## src/rtl/timer_pkg.sv

```systemverilog
// timer_pkg: state type and start-value helpers shared by the BCD countdown timer
package timer_pkg;
  typedef enum logic [2:0] {IDLE, RUN, PAUSE, EXPIRED, RELOAD} state_t;
  localparam logic [3:0] BCD_NINE = 4'd9;
  localparam int MAX_DIGITS = 8;
  function automatic int unsigned level_start(input int unsigned level, base, step, floor_v);
    int unsigned dec;
    dec = step * level;
    return (dec >= base || base - dec < floor_v) ? floor_v : base - dec;
  endfunction
  function automatic logic [4*MAX_DIGITS-1:0] bin2bcd(input int unsigned value, input int num_digits);
    logic [4*MAX_DIGITS-1:0] r;
    int unsigned v;
    r = '0;
    v = value;
    for (int i = 0; i < MAX_DIGITS; i++)
      if (i < num_digits) begin
        r[4*i+:4] = 4'(v % 10);
        v = v / 10;
      end
    return r;
  endfunction
endpackage

```

## src/rtl/bcd_digit_down.sv

```systemverilog
// bcd_digit_down: one loadable BCD nibble that decrements on borrow-in, wrapping 0 to 9
module bcd_digit_down
  import timer_pkg::*;
(
  input  logic       clk,
  input  logic       rst,
  input  logic       i_borrow,
  input  logic       i_load,
  input  logic [3:0] i_load_val,
  output logic [3:0] o_nibble,
  output logic       o_borrow,
  output logic       o_zero
);
  logic [3:0] r_nib;
  always_ff @(posedge clk)
    if (!rst) r_nib <= '0;
    else if (i_load) r_nib <= i_load_val;
    else if (i_borrow) r_nib <= (r_nib == 4'd0) ? BCD_NINE : r_nib - 4'd1;
  assign o_nibble = r_nib;
  assign o_zero   = r_nib == 4'd0;
  assign o_borrow = i_borrow && o_zero;
endmodule

```

## src/rtl/bcd_countdown_timer.sv

```systemverilog
// bcd_countdown_timer: level-seeded N-digit BCD countdown with pause, warning and optional auto-reload
module bcd_countdown_timer
  import timer_pkg::*;
#(
  parameter int NUM_DIGITS  = 2,
  parameter int PRESCALE    = 50000000,
  parameter int LEVEL_W     = 3,
  parameter int BASE_TIME   = 60,
  parameter int STEP_TIME   = 8,
  parameter int MIN_TIME    = 10,
  parameter int WARN_TIME   = 5,
  parameter int AUTO_RELOAD = 0
) (
  input  logic                    clk,
  input  logic                    rst,
  input  logic                    timerReconfig,
  input  logic                    timerEnable,
  input  logic [LEVEL_W-1:0]      gameLevel,
  output logic [4*NUM_DIGITS-1:0] digits,
  output logic                    timeout,
  output logic                    warning,
  output logic                    running
);
  localparam int DW = 4 * NUM_DIGITS;
  localparam int PW = $clog2(PRESCALE);
  localparam logic [PW-1:0] PRE_LAST = PW'(PRESCALE - 1);
  localparam logic [DW-1:0] WARN_BCD = DW'(bin2bcd(WARN_TIME, NUM_DIGITS));
  state_t r_state, w_state_nx;
  logic [PW-1:0] r_pre, w_pre_nx;
  logic [DW-1:0] r_reload, w_digits, w_load_val;
  logic [DW-1:0] w_start [2**LEVEL_W];
  logic [NUM_DIGITS:0] w_borrow;
  logic [NUM_DIGITS-1:0] w_zero;
  logic w_tick, w_load, w_last, w_nonzero, w_unused_borrow;
  // start values are elaboration-time constants, so no runtime divider is needed
  for (genvar l = 0; l < 2**LEVEL_W; l++) begin : g_start
    assign w_start[l] = DW'(bin2bcd(level_start(l, BASE_TIME, STEP_TIME, MIN_TIME), NUM_DIGITS));
  end
  assign w_tick          = r_state == RUN && r_pre == PRE_LAST;
  assign w_load          = timerReconfig || r_state == RELOAD;
  assign w_load_val      = timerReconfig ? w_start[gameLevel] : r_reload;
  assign w_borrow[0]     = w_tick;
  assign w_unused_borrow = w_borrow[NUM_DIGITS];
  assign w_nonzero       = ~&w_zero;
  assign w_last          = w_tick && w_digits == DW'(1);
  for (genvar d = 0; d < NUM_DIGITS; d++) begin : g_digit
    bcd_digit_down u_digit (
      .clk       (clk),
      .rst       (rst),
      .i_borrow  (w_borrow[d]),
      .i_load    (w_load),
      .i_load_val(w_load_val[4*d+:4]),
      .o_nibble  (w_digits[4*d+:4]),
      .o_borrow  (w_borrow[d+1]),
      .o_zero    (w_zero[d])
    );
  end
  always_comb begin
    w_state_nx = r_state;
    w_pre_nx   = r_pre;
    if (timerReconfig) begin
      w_state_nx = IDLE;
      w_pre_nx   = '0;
    end else begin
      case (r_state)
        IDLE:    w_state_nx = (timerEnable && w_nonzero) ? RUN : IDLE;
        RUN: begin
          w_pre_nx   = w_tick ? '0 : r_pre + 1'b1;
          w_state_nx = w_last ? ((AUTO_RELOAD != 0) ? RELOAD : EXPIRED) : timerEnable ? RUN : PAUSE;
        end
        PAUSE:   w_state_nx = timerEnable ? RUN : PAUSE;
        RELOAD: begin
          w_pre_nx   = '0;
          w_state_nx = timerEnable ? RUN : PAUSE;
        end
        default: w_state_nx = r_state;
      endcase
    end
  end
  always_ff @(posedge clk)
    if (!rst) begin
      r_state  <= IDLE;
      r_pre    <= '0;
      r_reload <= '0;
    end else begin
      r_state <= w_state_nx;
      r_pre   <= w_pre_nx;
      if (timerReconfig) r_reload <= w_start[gameLevel];
    end
  assign digits  = w_digits;
  assign timeout = r_state == EXPIRED || r_state == RELOAD;
  assign running = r_state == RUN;
  assign warning = (r_state == RUN || r_state == PAUSE) && w_nonzero && w_digits <= WARN_BCD;
endmodule
```

## config.mk

```make
export PLATFORM = sky130hd
export DESIGN_NAME = bcd_countdown_timer
export DESIGN_NICKNAME = d
export VERILOG_FILES = /design/src/rtl/timer_pkg.sv /design/src/rtl/bcd_digit_down.sv /design/src/rtl/bcd_countdown_timer.sv
export SDC_FILE = /design/constraint.sdc
export NUM_CORES = 1
export LEC_CHECK = 0
export CORE_MARGIN = 2
export CORE_UTILIZATION = 64
export CTS_BUF_LIST = sky130_fd_sc_hd__clkbuf_4
export DETAILED_ROUTE_END_ITERATION = 8
export GPL_TIMING_DRIVEN = 0
export PLACE_DENSITY = 0.86
export SETUP_SLACK_MARGIN = 0.02
export SLEW_MARGIN = 20
export SYNTH_ARGS = -nofsm -noshare
export SYNTH_HDL_FRONTEND = slang
export SYNTH_SLANG_ARGS = --single-unit
```

## constraint.sdc

```tcl
create_clock -name clk -period 3.6 [get_ports clk]
set_input_delay 0.54 -clock clk [delete_from_list [all_inputs] [get_ports clk]]
set_output_delay 0.54 -clock clk [all_outputs]
set_load 0.02 [all_outputs]
```

## Yosys cells after proc, flatten, opt, wreduce, memory -nomap -nowiden

Memory sizes are Yosys's and may differ from the RTL's.
Cells that the tools add are included.

- Flip-flop bits (word level): 45
- Latch bits: 0
- RAM bits: 0
- Bits in read-only memories: 64
- Output and inout port bits: 11
- Word-level logic and storage cells: 54
- Memories: 1

- Add/subtract/negate cells: 3
- Multiply operators: 0
- Divide/modulo/power cells: 0
- Order comparisons: 2
- Eq/ne operators: 6
- Shift operators: 0
- Muxes and demuxes: 15
- Bitwise logic cells: 2
- Reduce and logical (&&, ||, !) cells: 20

Memories:

| name | words | bits a word | rd ports | clocked after Yosys merged registers in | write ports | RTL line | source |
|---|---|---|---|---|---|---|---|
| (no name shown) | 8 | 8 | 1 | 0 | 0 | bcd_countdown_timer.sv:88 | `if (timerReconfig) r_reload <= w_start[gameLevel];` |

Operators by type and width:

| kind | count |
|---|---|
| $pmux W26 S2 | 1 |
| $add A26 B1 Y26 const B | 1 |
| $eq A26 B26 Y1 const B | 1 |
| $mux W26 | 1 |
| $mux W4 | 6 |
| $mux W8 | 3 |
| $pmux W3 S3 | 1 |
| $eq A8 B1 Y1 const B | 1 |
| $le A8 B3 Y1 const B | 1 |
| $logic_not A4 Y1 | 2 |
| $sub A4 B1 Y4 const B | 2 |
| $eq A3 B2 Y1 const B | 2 |
| $logic_and A1 B1 Y1 | 6 |
| $reduce_bool A2 Y1 | 3 |
| $ge A4 B4 Y1 const B | 1 |
| $not A3 Y4 | 1 |
| $reduce_or A2 Y1 | 2 |
| $eq A3 B1 Y1 const B | 1 |
| $eq A3 B3 Y1 const B | 1 |
| $logic_not A3 Y1 | 1 |
| $logic_or A1 B1 Y1 | 3 |
| $mux W3 | 1 |
| $reduce_bool A3 Y1 | 1 |
| $mux W2 | 1 |
| other kinds (4) | 4 |

## Depth between registers and ports, before layout

- Depth in word-level cells: 6
- Depth in mapped cells: 8

## Hierarchy

A second synthesis with hierarchy kept.

- Cells, all modules: 273
- Area total of the unflattened synthesis: 2352.3 µm²

Modules (own cells, without submodules):

| module | times used | cells an instance | area each (µm²) | seq. area each (µm²) |
|---|---|---|---|---|
| bcd_countdown_timer | 1 | 223 | 1914.3 | 720.7 |
| bcd_digit_down | 2 | 25 | 219.0 | 80.1 |

## Least setup slack after synthesis

OpenSTA, ideal clock, no wires.

- Kind: flip-flop to flip-flop
- From: reg r_state[1]
- To: reg r_pre[15]
- Setup time: 0.071 ns
- Arrival time: 2.152 ns
- Required time: 3.529 ns
- Setup slack: 1.376 ns
- Cell stages (with the launch flop): 9
- Buffers on the path: 2
- Period minus slack after synthesis: 2.224 ns
- Cells stage by stage: dfxtp_1 > inv_1 > ha_1 > buf_2 > nand4_1 > or3_1 > clkbuf_1 > or4_1 > a21oi_1

- Longest elaborated chain between the ends: 4
- Elaborated cells between the ends (all ways): 6
- Classes of those cells: eq/ne (2); mux (2); reduce/logical (2)

RTL lines:

| element | RTL line | source |
|---|---|---|
| start, declared | bcd_countdown_timer.sv:28 | `state_t r_state, w_state_nx;` |
| start signal, assigned | bcd_countdown_timer.sv:86 | `r_state <= w_state_nx;` |
| $eq A3 B1 Y1 * | n/a |  |
| net running | bcd_countdown_timer.sv:22 | `output logic running` |
| $logic_and A1 B1 Y1 | bcd_countdown_timer.sv:39 | `assign w_tick = r_state == RUN && r_pre == PRE_LAST;` |
| $mux W26 | bcd_countdown_timer.sv:68 | `w_pre_nx = w_tick ? '0 : r_pre + 1'b1;` |
| $pmux W26 S2 | bcd_countdown_timer.sv:65 | `case (r_state)` |
| end signal, assigned | bcd_countdown_timer.sv:87 | `r_pre <= w_pre_nx;` |
| end, declared | bcd_countdown_timer.sv:29 | `logic [PW-1:0] r_pre, w_pre_nx;` |

Mark *: on every way through the listed nets, which the timed path passes. The rest lies on a longest branch.
A chain may end at the register's enable or synchronous reset.

## Final worst setup path

- From: reg r_state[0]
- To: out warning

- Longest elaborated chain between the ends: 4
- Elaborated cells between the ends (all ways): 5
- Classes of those cells: eq/ne (2); reduce/logical (3)

RTL lines:

| element | RTL line | source |
|---|---|---|
| $eq A3 B1 Y1 or $eq A3 B2 Y1 (tied branches) | bcd_countdown_timer.sv:93 | `assign warning = (r_state == RUN \|\| r_state == PAUSE) && w_nonzero && w_digits <= WARN_BCD;` |
| $logic_or A1 B1 Y1 * | bcd_countdown_timer.sv:93 |  |
| $logic_and A1 B1 Y1 * (2 in series) | bcd_countdown_timer.sv:93 |  |
| end, declared | bcd_countdown_timer.sv:21 | `output logic warning,` |

Every way passes the cells marked *; elsewhere a longest branch is shown, timed or not.

==> flow_metrics.py <==
metrics = {
    "yosys": {
        "synthTopCellsByCount": "dfxtp_1, a21oi_1, nor2_1",
        "yosysWarnings": 0,
        "ys_ff_latch": 36,
        "syn_inst": 257,
        "synth_edf_count": 0,
        "async_reset_ff_frac": 0,
        "synth.distinct_cells": 45,
        "synthTopCellsByArea": "dfxtp_1, or4_1, a21oi_1",
        "synth_top_area_share": 0.347,
        "synth-seq-area-share": 0.347,
        "syn_nets": 272,
        "synth_top_area_cell": "dfxtp_1",
        "synth_most_common_cell": "dfxtp_1",
        "synth_flop_cell": "dfxtp_1",
        "avgSynthCellArea_um2": 8.08,
        "netlist_area_mm2": 0.00208,
    },
    "sta": {
        "drv_slew": 0,
        "setup_ws_ns": 0.655,
        "skew_ns": 0.00853,
        "hold_viol": 0,
        "maxSlewHeadroom": 0.576,
        "finalSetupTns_ns": 0,
        "grt_setup_unrepaired": "false",
        "period_needed_ns": 2.94,
        "worst_slew_pin_slew_ns": 0.630,
        "fmax_mhz": 340,
        "setup_violations": 0,
        "whs_ns": 0.500,
        "finalCritPeriodShare": 0.818,
    },
    "global_route": {
        "grt_pass1_wl_um": 8340,
        "grt_usage": 0.300,
        "antenna_found_initial": 0,
        "gr-total-overflow": 0,
        "grt_pass1_vias": 1813,
        "grt_max_degree": 11,
    },
    "critical_path": {
        "arrival_ns": 2.40,
        "crit_fanout": 4,
        "crit_slowest_cell": "clkdlybuf4s50_1",
        "r2r_cells": 8,
        "r2r-start": "r_state[1]",
        "reg2reg_to": "r_pre[19]",
        "crit_type": "flip-flop to output pin",
        "end_kind": "output pin",
        "endpoint": "warning",
        "crit_chain": "inv_1 -> ha_1 -> nor4_1 -> and3_1 -> clkdlybuf4s50_1",
        "crit_start": "r_state[0]",
        "cp.required_ns": 3.06,
        "r2r_slack_ns": 1.20,
        "startpoint_type": "flip-flop",
        "cpPeakStageDelay_ns": 0.59,
    },
    "hold_path": {
        "hold_class": "flip-flop to flip-flop",
        "holdPathStages": 2,
    },
    "routing": {
        "viasPerCell": 6.41,
        "wl_um": 4910,
        "drtPass1Iterations": 4,
        "drc": 0,
        "drt.antenna.violating_nets": 0,
        "via_count": 2070,
        "first_iter_violations": 112,
        "wl_per_cell_um": 15.2,
    },
    "die": {
        "initial_core_util": 0.675,
        "rows": 20,
        "core_area_mm2": 0.00308,
        "die_w_um": 61.0,
        "die_h_um": 61.0,
        "dieArea_mm2": 0.00372,
        "ios": 18,
    },
    "run": {
        "maxCapViolations": 0,
    },
    "clocking": {
        "root_buffer": "clkbuf_4",
        "cts_resized": 0,
        "numCtsBuffers": 5,
        "postCtsSetupBuffers": 0,
        "cts_tree": "built",
        "holdBufCountCts": 0,
        "clockBufferDepth": 2,
        "worstSkewPairLatency_ns": 0.34,
        "htreeDepth": 2,
        "clkTransAtPathRegs_ns": 0.10,
        "clock-sinks": 36,
    },
    "layout": {
        "antenna_cells": 0,
        "drive_above_1_share": 0.0538,
        "nets": 294,
        "area_growth_pct": 12.3,
    },
    "status": {
        "outcome": "complete, no violations",
    },
    "pwr": {
        "power_density_mw_per_mm2": 298,
        "p_leak_nw": 0.713,
        "ir_drop_uv": 301,
    },
    "placement": {
        "place_ws_ns": 1.02,
        "dp_hpwl_um": 3640,
        "io_buffer_count": 15,
        "place.gp.congestion": 0.882,
    },
}
worst min path at each step:
stage / startpoint / to / slack [ns]
finish: r_pre[22] / r_pre[22] / 0.50
global route: r_pre[1] / r_pre[1] / 0.52
CTS: r_pre[22] / r_pre[22] / 0.50
detailed placement: r_pre[22] / r_pre[22] / 0.49
global placement: r_pre[25] / r_pre[25] / 0.46
floorplan: r_pre[25] / r_pre[25] / 0.45
stage by stage:
step           power, mW  cell area [um^2]  utilization  instances
3_3_place_gp       0.493              2280        0.741        316
4_1_cts            0.694              2330        0.758        323
2_1_floorplan      0.466              2080            -        257
3_5_place_dp       0.494              2280        0.741        316
5_1_grt            0.722              2330        0.758        323
6_report           0.694              2330        0.758        323
layout by cell type, fill, tap and decap left out, types with 2 or more instances in the layout:
cell,synthesis,routed
dfxtp_1,36,36
a21oi_1,20,20
nor2_1,19,19
nand2_1,18,18
clkdlybuf4s50_1,0,15
or4_1,14,14
o21ai_0,12,12
nand4_1,12,12
clkbuf_1,11,11
o31ai_1,11,11
nand3_1,10,10
or3_1,8,8
ha_1,8,8
nor4_1,7,7
inv_1,6,6
a31oi_1,6,6
and4_1,6,6
xor2_1,6,6
clkbuf_4,0,6
o211ai_1,4,4
nand2b_1,4,4
xnor2_1,4,4
nor3_1,3,3
or2_2,2,2
and3_1,2,2
clkinv_1,2,2
nor2b_1,2,2
o221ai_1,2,2
buf_2,2,2
o21a_1,2,2
a221oi_1,2,2
worst max-delay path, delay by kind of cell (launching register included):
family	cells	cell delay, ns
buffers and inverters	2	0.67
AND/OR/NAND/NOR	2	0.66
adder cells (fa/ha/maj)	1	0.34
flip-flops	1	0.40
layer usage:
metal / GRT usage / wire length (um) / up-vias
li1: - / - / 1022
met5: 0 / 0 / -
met4: 0.0901 / 62 / 0
met3: 0.0597 / 246 / 8
met1: 0.399 / 2230 / 970
met2: 0.495 / 2370 / 70
power by group:
group	switching [mW]	internal, mW	total [mW]
clock network	0.129	0.0794	0.208
logic	0.0433	0.0314	0.0747
registers	0.00788	0.403	0.411
kinds of logic (layout without fill, tap and decap cells):
family	count (synthesis)	count (layout)	synth area share
flip-flops	36	36	0.347
XOR/XNOR	10	10	0.0422
adder cells (fa/ha/maj)	8	8	0.0482
AND/OR/NAND/NOR	113	113	0.310
buffers and inverters	22	44	0.0416
AO/OA/AOI/OAI	66	66	0.201
multiplexers	2	2	0.0102
final cells by class:
cell class / instances / area (um^2)
buffer: 14 / 56.3
clock buffer: 6 / 45.0
clock inverter: 1 / 5.00
fill: 245 / 746
inverter: 8 / 30.0
multi-input combinational: 199 / 1270
sequential: 36 / 721
tap: 44 / 55.1
timing repair buffer: 15 / 150
registers in the layout, summed over array words and instances, names as in the netlist:
| register | flops |
|---|---|
| g_digit.u_digit.o_nibble | 8 |
| r_state | 2 |
| r_pre | 26 |
No activity file was read; power rests on OpenSTA's default activity.
